`src/rtl/reg_file_sb.sv`:
```
// reg_file_sb: register file with two combinational read ports, one
// synchronous write port and a per-register busy scoreboard. Decode reads
// operands and marks destinations busy on issue; writeback writes data and
// clears the busy bit. Optional write-to-read bypass hides the writeback
// cycle from decode, and register 0 can be hardwired to zero.
module reg_file_sb #(
   parameter int XLEN     = 32,
   parameter int NREGS    = 32,
   parameter bit ZERO_REG = 1'b1,
   parameter bit BYPASS   = 1'b1,
   localparam int AW      = $clog2(NREGS)
) (
   input  logic            clk,
   input  logic            rst_n,
   input  logic [AW-1:0]   rs1,
   input  logic [AW-1:0]   rs2,
   output logic [XLEN-1:0] rs1_out,
   output logic [XLEN-1:0] rs2_out,
   output logic            rs1_busy,
   output logic            rs2_busy,
   input  logic            reg_write,
   input  logic [AW-1:0]   write_reg,
   input  logic [XLEN-1:0] w_data,
   input  logic            issue_valid,
   input  logic [AW-1:0]   issue_rd,
   output logic [AW:0]     busy_count
);

   logic [XLEN-1:0]  regs_q [NREGS];
   logic [NREGS-1:0] busy_q;
   logic [NREGS-1:0] busy_d;
   logic [AW:0]      count_q;
   logic [AW:0]      count_d;
   logic             wr_en;
   logic             issue_en;

   // Writes and issues targeting a hardwired-zero register 0 are dropped.
   assign wr_en    = reg_write && !(ZERO_REG && (write_reg == '0));
   assign issue_en = issue_valid && !(ZERO_REG && (issue_rd == '0));

   // Register array: async clear, single synchronous write port.
   always_ff @(posedge clk or negedge rst_n) begin
      if (!rst_n) begin
         for (int i = 0; i < NREGS; i++) begin
            regs_q[i] <= '0;
         end
      end else if (wr_en) begin
         regs_q[write_reg] <= w_data;
      end
   end

   // Next busy vector: writeback clears first, issue sets after so a
   // same-index collision leaves the newer producer outstanding.
   always_comb begin
      busy_d = busy_q;
      if (reg_write) begin
         busy_d[write_reg] = 1'b0;
      end
      if (issue_en) begin
         busy_d[issue_rd] = 1'b1;
      end
   end

   // Popcount of the next busy vector so the count tracks the busy bits.
   always_comb begin
      count_d = '0;
      for (int i = 0; i < NREGS; i++) begin
         count_d = count_d + {{AW{1'b0}}, busy_d[i]};
      end
   end

   // Scoreboard state and registered busy count.
   always_ff @(posedge clk or negedge rst_n) begin
      if (!rst_n) begin
         busy_q  <= '0;
         count_q <= '0;
      end else begin
         busy_q  <= busy_d;
         count_q <= count_d;
      end
   end

   assign busy_count = count_q;

   // Read port 1: zero register, then bypass of the in-flight write, then array.
   always_comb begin
      rs1_out  = regs_q[rs1];
      rs1_busy = busy_q[rs1];
      if (ZERO_REG && (rs1 == '0)) begin
         rs1_out  = '0;
         rs1_busy = 1'b0;
      end else if (BYPASS && wr_en && (write_reg == rs1)) begin
         rs1_out  = w_data;
         rs1_busy = 1'b0;
      end
   end

   // Read port 2: same priority as port 1.
   always_comb begin
      rs2_out  = regs_q[rs2];
      rs2_busy = busy_q[rs2];
      if (ZERO_REG && (rs2 == '0)) begin
         rs2_out  = '0;
         rs2_busy = 1'b0;
      end else if (BYPASS && wr_en && (write_reg == rs2)) begin
         rs2_out  = w_data;
         rs2_busy = 1'b0;
      end
   end

endmodule

```
`config.mk`:
```
export PLATFORM = sky130hd
export DESIGN_NAME = reg_file_sb
export DESIGN_NICKNAME = d
export VERILOG_FILES = /design/src/rtl/reg_file_sb.sv
export SDC_FILE = /design/constraint.sdc
export NUM_CORES = 2
export LEC_CHECK = 0
export CAP_MARGIN = 40
export CORE_ASPECT_RATIO = 2
export CORE_UTILIZATION = 50
export DETAILED_ROUTE_END_ITERATION = 12
export PLACE_DENSITY = 0.68
export SLEW_MARGIN = 20
export SYNTH_ARGS = -nofsm -noshare
export SYNTH_HDL_FRONTEND = slang
export SYNTH_SLANG_ARGS = --single-unit
```
`constraint.sdc`:
```
create_clock -name clk -period 7.6 [get_ports clk]
set_input_delay 1.14 -clock clk [delete_from_list [all_inputs] [get_ports clk]]
set_output_delay 1.14 -clock clk [all_outputs]
set_load 0.01 [all_outputs]
```
* Word level (Yosys, flattened, before mapping) *
Cells that the tools add are included.

cells by class
  add/subtract/negate cells = 31
  order comparisons = 10
  bitwise logic cells = 6
  reductions and logical operators = 13
  equal/unequal tests = 2
  mux-type cells = 27

operators with widths
  cell                  count
  $bwmux W1024          1
  $mux W32              11
  $bmux W32 S5          2
  $demux W32 S5         1
  $add A6 B1 Y6         26
  $and A32 B32 Y32      1
  $not A32 Y32          1
  $or A32 B32 Y32       1
  $lt A5 B6 Y1 const B  4
  $logic_not A5 Y1      4
  $ge A6 B6 Y1 const B  3
  $not A5 Y6            3
  $bmux W1 S5           2
  $demux W1 S5          2
  $eq A5 B5 Y1          2
  $ge A5 B1 Y1 const B  2
  $mux W1               8
  $logic_and A1 B1 Y1   7
  $add A5 B1 Y6         1
  $lt A6 B1 Y1 const B  1
  $add A4 B1 Y5         1
  $add A3 B1 Y4         1
  $add A2 B1 Y3         1
  $add A1 B1 Y2         1
  $logic_not A1 Y1      2

word-level totals
  register bits = 1062
  input bits = 56

* Depth between registers and ports, before layout *
  depth after elaboration = 40
  mapped depth = 23

* Worst setup path before layout *
Ideal clock, no wire load.

  path kind = input to register
  from = input port write_reg[3]
  to = register count_q[4], in the netlist busy_count[4]
  slack = 0.791 ns
  library setup time = 0.080 ns
  stages on the path = 22
  arrival = 6.729 ns
  data required time = 7.520 ns
  cells stage by stage = clkbuf_1 nor3b_1 nand2_1 clkbuf_1 a22o_1 fa_1 inv_1 fa_1 inv_1 fa_1 inv_1 fa_1 inv_1 fa_1 inv_1 fa_1 inv_1 ha_1 fa_1 a21o_1 a21oi_1 xnor2_1

between the ends
  elaborated cells on any way between the ends = 41

RTL lines
  item                                                                       RTL line  RTL
  start: declaration                                                         22        input logic [AW-1:0] write_reg,
  $lt A5 B6 Y1 (not written as such) / $ge A5 B1 Y1 (equally long branches)  57        busy_d[write_reg] = 1'b0;
  $logic_and A1 B1 Y1 (not written as such)                                  57
  $mux W1 (not written as such)                                              57
  $demux W1 S5 (*)                                                           57
  $not A32 Y32 (no line) (*)                                                 -
  $and A32 B32 Y32 (no line) (*)                                             -
  $mux W32 (*)                                                               56        if (reg_write) begin
  $or A32 B32 Y32 (no line)                                                  -
  $mux W32 (*)                                                               59        if (issue_en) begin
  via busy_d[17]                                                             31        logic [NREGS-1:0] busy_d;
  $add A6 B1 Y6 (*) (15 in series)                                           68        count_d = count_d + {{AW{1'b0}}, busy_d[i]};
  via count_d[4]                                                             33        logic [AW:0] count_d;
  end signal: assignment                                                     79        count_q <= count_d;
  end: declaration                                                           32        logic [AW:0] count_q;

Mark *: on every way through the listed nets, which the timed path passes. The rest lies on a longest branch.
A chain may end at the register's enable or synchronous reset.

* Worst setup path in the final report *
  from = input port reg_write
  to = register count_q[4], in the netlist busy_count[4]

between the ends
  elaborated cells on any way between the ends = 34

RTL lines
  item                             RTL line  RTL
  start: declaration               21        input logic reg_write,
  $mux W32 (*)                     56
  $or A32 B32 Y32 (no line)        -
  $mux W32 (*)                     59
  via busy_d[27]                   31
  $add A6 B1 Y6 (*) (5 in series)  68
  via count_d[4]                   33

Marked as above.

==> results.cfg <==
[grt]
grt_max_degree = 190
grt_use_total = 0.3419
grt_pass1_wl_mm = 285.5
antenna_found_initial = 12
grt_pass1_vias = 40643
overflow = 0

[yosys]
synth_top_area_share = 0.4616
synth_edf_count = 0
ys.flop_type = dfrtp_1
yosys_warnings = 0
syn_inst = 3936
ys_types = 59
ys_async_sr_fraction = 1.000
synth-seq-area-share = 0.4616
synth_nets = 4023
avgSynthCellArea_um2 = 14.63
yosys.area.top_type = dfrtp_1
synth_area_mm2 = 0.05757
netlist_top_cells_area = dfrtp_1 (46%), mux2_2 (20%), mux4_2 (18%), mux2i_1 (3.5%), clkbuf_1 (1.4%)
ys_seq_elements = 1062

[status]
run_status = complete, no violations

[die]
die_x_um = 241.9
core-area_mm2 = 0.1139
num_rows = 175
initial_core_util = 0.5056
fp.dieH_um = 481.9
io_pins = 128
dieArea_mm2 = 0.1166

[detailed_routing]
routed_wl_mm = 195.9
first_pass_iters = 7
num_vias = 38454
drtAntennaViolNets = 0
viasPerCell = 7.004
drc_errors = 0
post_drt_wl_per_cell_um = 35.68
drt-initial-drc-count = 3789

[cts]
post_cts_buffers = 0
clk_latency_ns = 0.71
cts_resized = 0
cts_tree = built
cts_hold_buf = 0
numCtsBuffers = 96
clock-sinks = 1062
clk_path_buf_depth = 3
cts_root_buffer = clkbuf_16
h-tree-depth = 3
clkSlewWorstSetupHoldPaths_ns = 0.07

[worst_setup_path]
endpoint_kind = flip-flop
rr_endpoint = busy_count[4]$_DFF_PN0_
startpoint_type = primary input
crit_required_ns = 8.21
critPathMaxFanout = 9
path_class = in2reg
worstRegToRegCells = 18
rrSetupSlack_ns = 2.23
r2r-start = busy_q[17]$_DFF_PN0_
cp.arrival_ns = 7.20

[min_path]
min_path_cells = 0
hold_end = regs_q[1005]$_DFFE_PN0P_
min_from = regs_q[1005]$_DFFE_PN0P_
hold_class = reg2reg

[sta]
finalCritPeriodShare = 0.8677
whs_ns = 0.3943
clock_skew_ns = 0.02168
rsz0062_at_grt = no
timing.fmax_mhz = 151.6
fin_tns_setup_ns = 0
fin_crit_ns = 6.594
worstMarginPinSlew_ns = 0.9667
drv_slew = 0
worst_slack_ns = 1.006
finalHoldViolCount = 0
setup-violations-final = 0
slew_headroom = 0.3555

[power]
switching_share = 0.3070
cellPowerDensity_mw_per_mm2 = 282.6
power.switching_mw = 5.583
p_int_mw = 12.60
clock_power_share = 0.286
leakage_nw = 27.78
power.total_mw = 18.19
ir_drop_uv = 1410
combinationalPowerShare = 0.296
power_frac_seq = 0.419

[place]
dp_hpwl_mm = 123.0
gp_congestion = 0.9367
io_buffers = 127
place_ws_ns = 0.3356

[layout]
nets = 3991
fill_cells = 9229
drive_above_1_share = 0.4739
area_growth_pct = 11.79

[flow_run]
max-cap-violations = 0
## through the flow
step	cells	util	cell area, µm²
detailed placement	5308	0.5358	61000
global placement	5275	0.5293	60260
finish	5490	0.5652	64350
global route	5485	0.5651	64340
floorplan	3936	-	57570
CTS	5480	0.5646	64290
## cell usage after synthesis (5+ instances only)
master,n
buf_4,42
fa_1,24
nand3b_1,8
mux2i_1,203
mux2_2,1009
or3b_1,5
o32ai_1,16
ha_1,7
a2111oi_0,15
a22o_1,34
buf_6,9
nor2b_1,23
dfrtp_1,1062
nor3_1,47
a211oi_1,16
o21bai_1,13
a22oi_1,33
nand2b_1,7
nor3b_1,8
a32o_1,9
or2_2,22
mux4_2,448
o21ai_0,29
nand2_1,43
a211o_1,33
buf_2,111
inv_1,35
xnor2_1,11
o22ai_1,85
buf_1,62
nor4_1,14
a21oi_1,67
a221oi_1,51
o221ai_1,34
nor2_1,28
clkbuf_1,221
nand3_1,7
a221o_1,10
## state kept, by name, summed over array words and instances, names as in the netlist
signal      cells
busy_count      6
busy_q         32
regs_q       1024
## cell families after synthesis
kind of cell,count (synthesis),synth area share
AOI/OAI and AO/OA,456,0.05831
xor gates and xnor gates,13,0.001978
adders and majority gates,31,0.009867
buffers and inverters,482,0.03795
DFF,1062,0.4616
muxes,1661,0.4084
and+or+nand+nor,231,0.02186
## area by class of cell
type | instances | area [µm²] | area share
inverter | 36 | 135.1 | 0.002100
antenna | 8 | 20.02 | 0.0003111
timing repair buffer | 316 | 3405 | 0.05290
multi-input combinational | 2392 | 29050 | 0.4514
clock buffer | 133 | 2793 | 0.04340
sequential | 1062 | 26580 | 0.4130
clock inverter | 39 | 495.5 | 0.007699
tap | 1504 | 1882 | 0.02924
## layer usage
metal / global-route usage / wire [µm]
met4: 0.2473 / 16150
met2: 0.5539 / 94910
met5: 0 / 34
met3: 0.06572 / 14900
met1: 0.4098 / 69880
## layout by cell type, fill, tap and decap left out, drive strengths merged, types with 9 or more instances in the layout
cell type,synthesis,final
a221o,10,10
a211o,33,33
mux2i,203,203
mux2,1009,1009
o21ai,30,30
fa,24,24
a2111oi,15,15
o22ai,85,85
clkbuf,221,134
o32ai,16,16
mux4,449,449
a211oi,16,16
a32o,9,9
clkinv,1,22
inv,35,39
a221oi,51,51
dfrtp,1062,1062
clkdlybuf4s50,0,115
a21oi,67,67
nor4,14,14
or2,23,23
a22o,34,34
buf,225,200
nor2,28,28
o221ai,34,34
bufinv,0,11
xnor2,11,11
nand2,43,43
nor2b,23,23
o21bai,13,13
a22oi,33,33
nor3,47,47
## worst max-delay path by stage
| stage | start | to | slack (ns) | cells past startpoint |
|---|---|---|---|---|
| after floorplan | write_reg[3] | busy_count[4]$_DFF_PN0_ | 0.79 | 22 |
| after global placement | reg_write | busy_count[4]$_DFF_PN0_ | 0.44 | 21 |
| after detailed placement | reg_write | busy_count[4]$_DFF_PN0_ | 0.34 | 21 |
| after CTS | reg_write | busy_count[4]$_DFF_PN0_ | 1.08 | 21 |
| after global routing | reg_write | busy_count[4]$_DFF_PN0_ | 0.78 | 21 |
| final | reg_write | busy_count[4]$_DFF_PN0_ | 1.01 | 21 |
## power by group through the flow
| stage | sequential (mW) | combinational [mW] | clock [mW] |
|---|---|---|---|
| finish | 7.61 | 5.38 | 5.20 |
| global route | 7.74 | 5.89 | 5.47 |
| CTS | 7.58 | 5.42 | 5.26 |
| detailed placement | 7.69 | 5.39 | 0 |
| global placement | 7.61 | 5.25 | 0 |
| floorplan | 7.38 | 3.94 | 0 |
## critical path: stages
cell and delay [ns]:
clkdlybuf4s50_1 0.64, and3_1 0.42, nand2_1 0.15, a22o_1 0.23, inv_1 0.09, fa_1 0.46, fa_1 0.55, inv_1 0.05
fa_1 0.49, inv_1 0.11, fa_1 0.56, inv_1 0.05, fa_1 0.50, inv_1 0.05, fa_1 0.48, inv_1 0.05
ha_1 0.20, fa_1 0.45, a21o_1 0.18, a21oi_1 0.18, xnor2_1 0.15
Power figures use the tool's default switching activity.
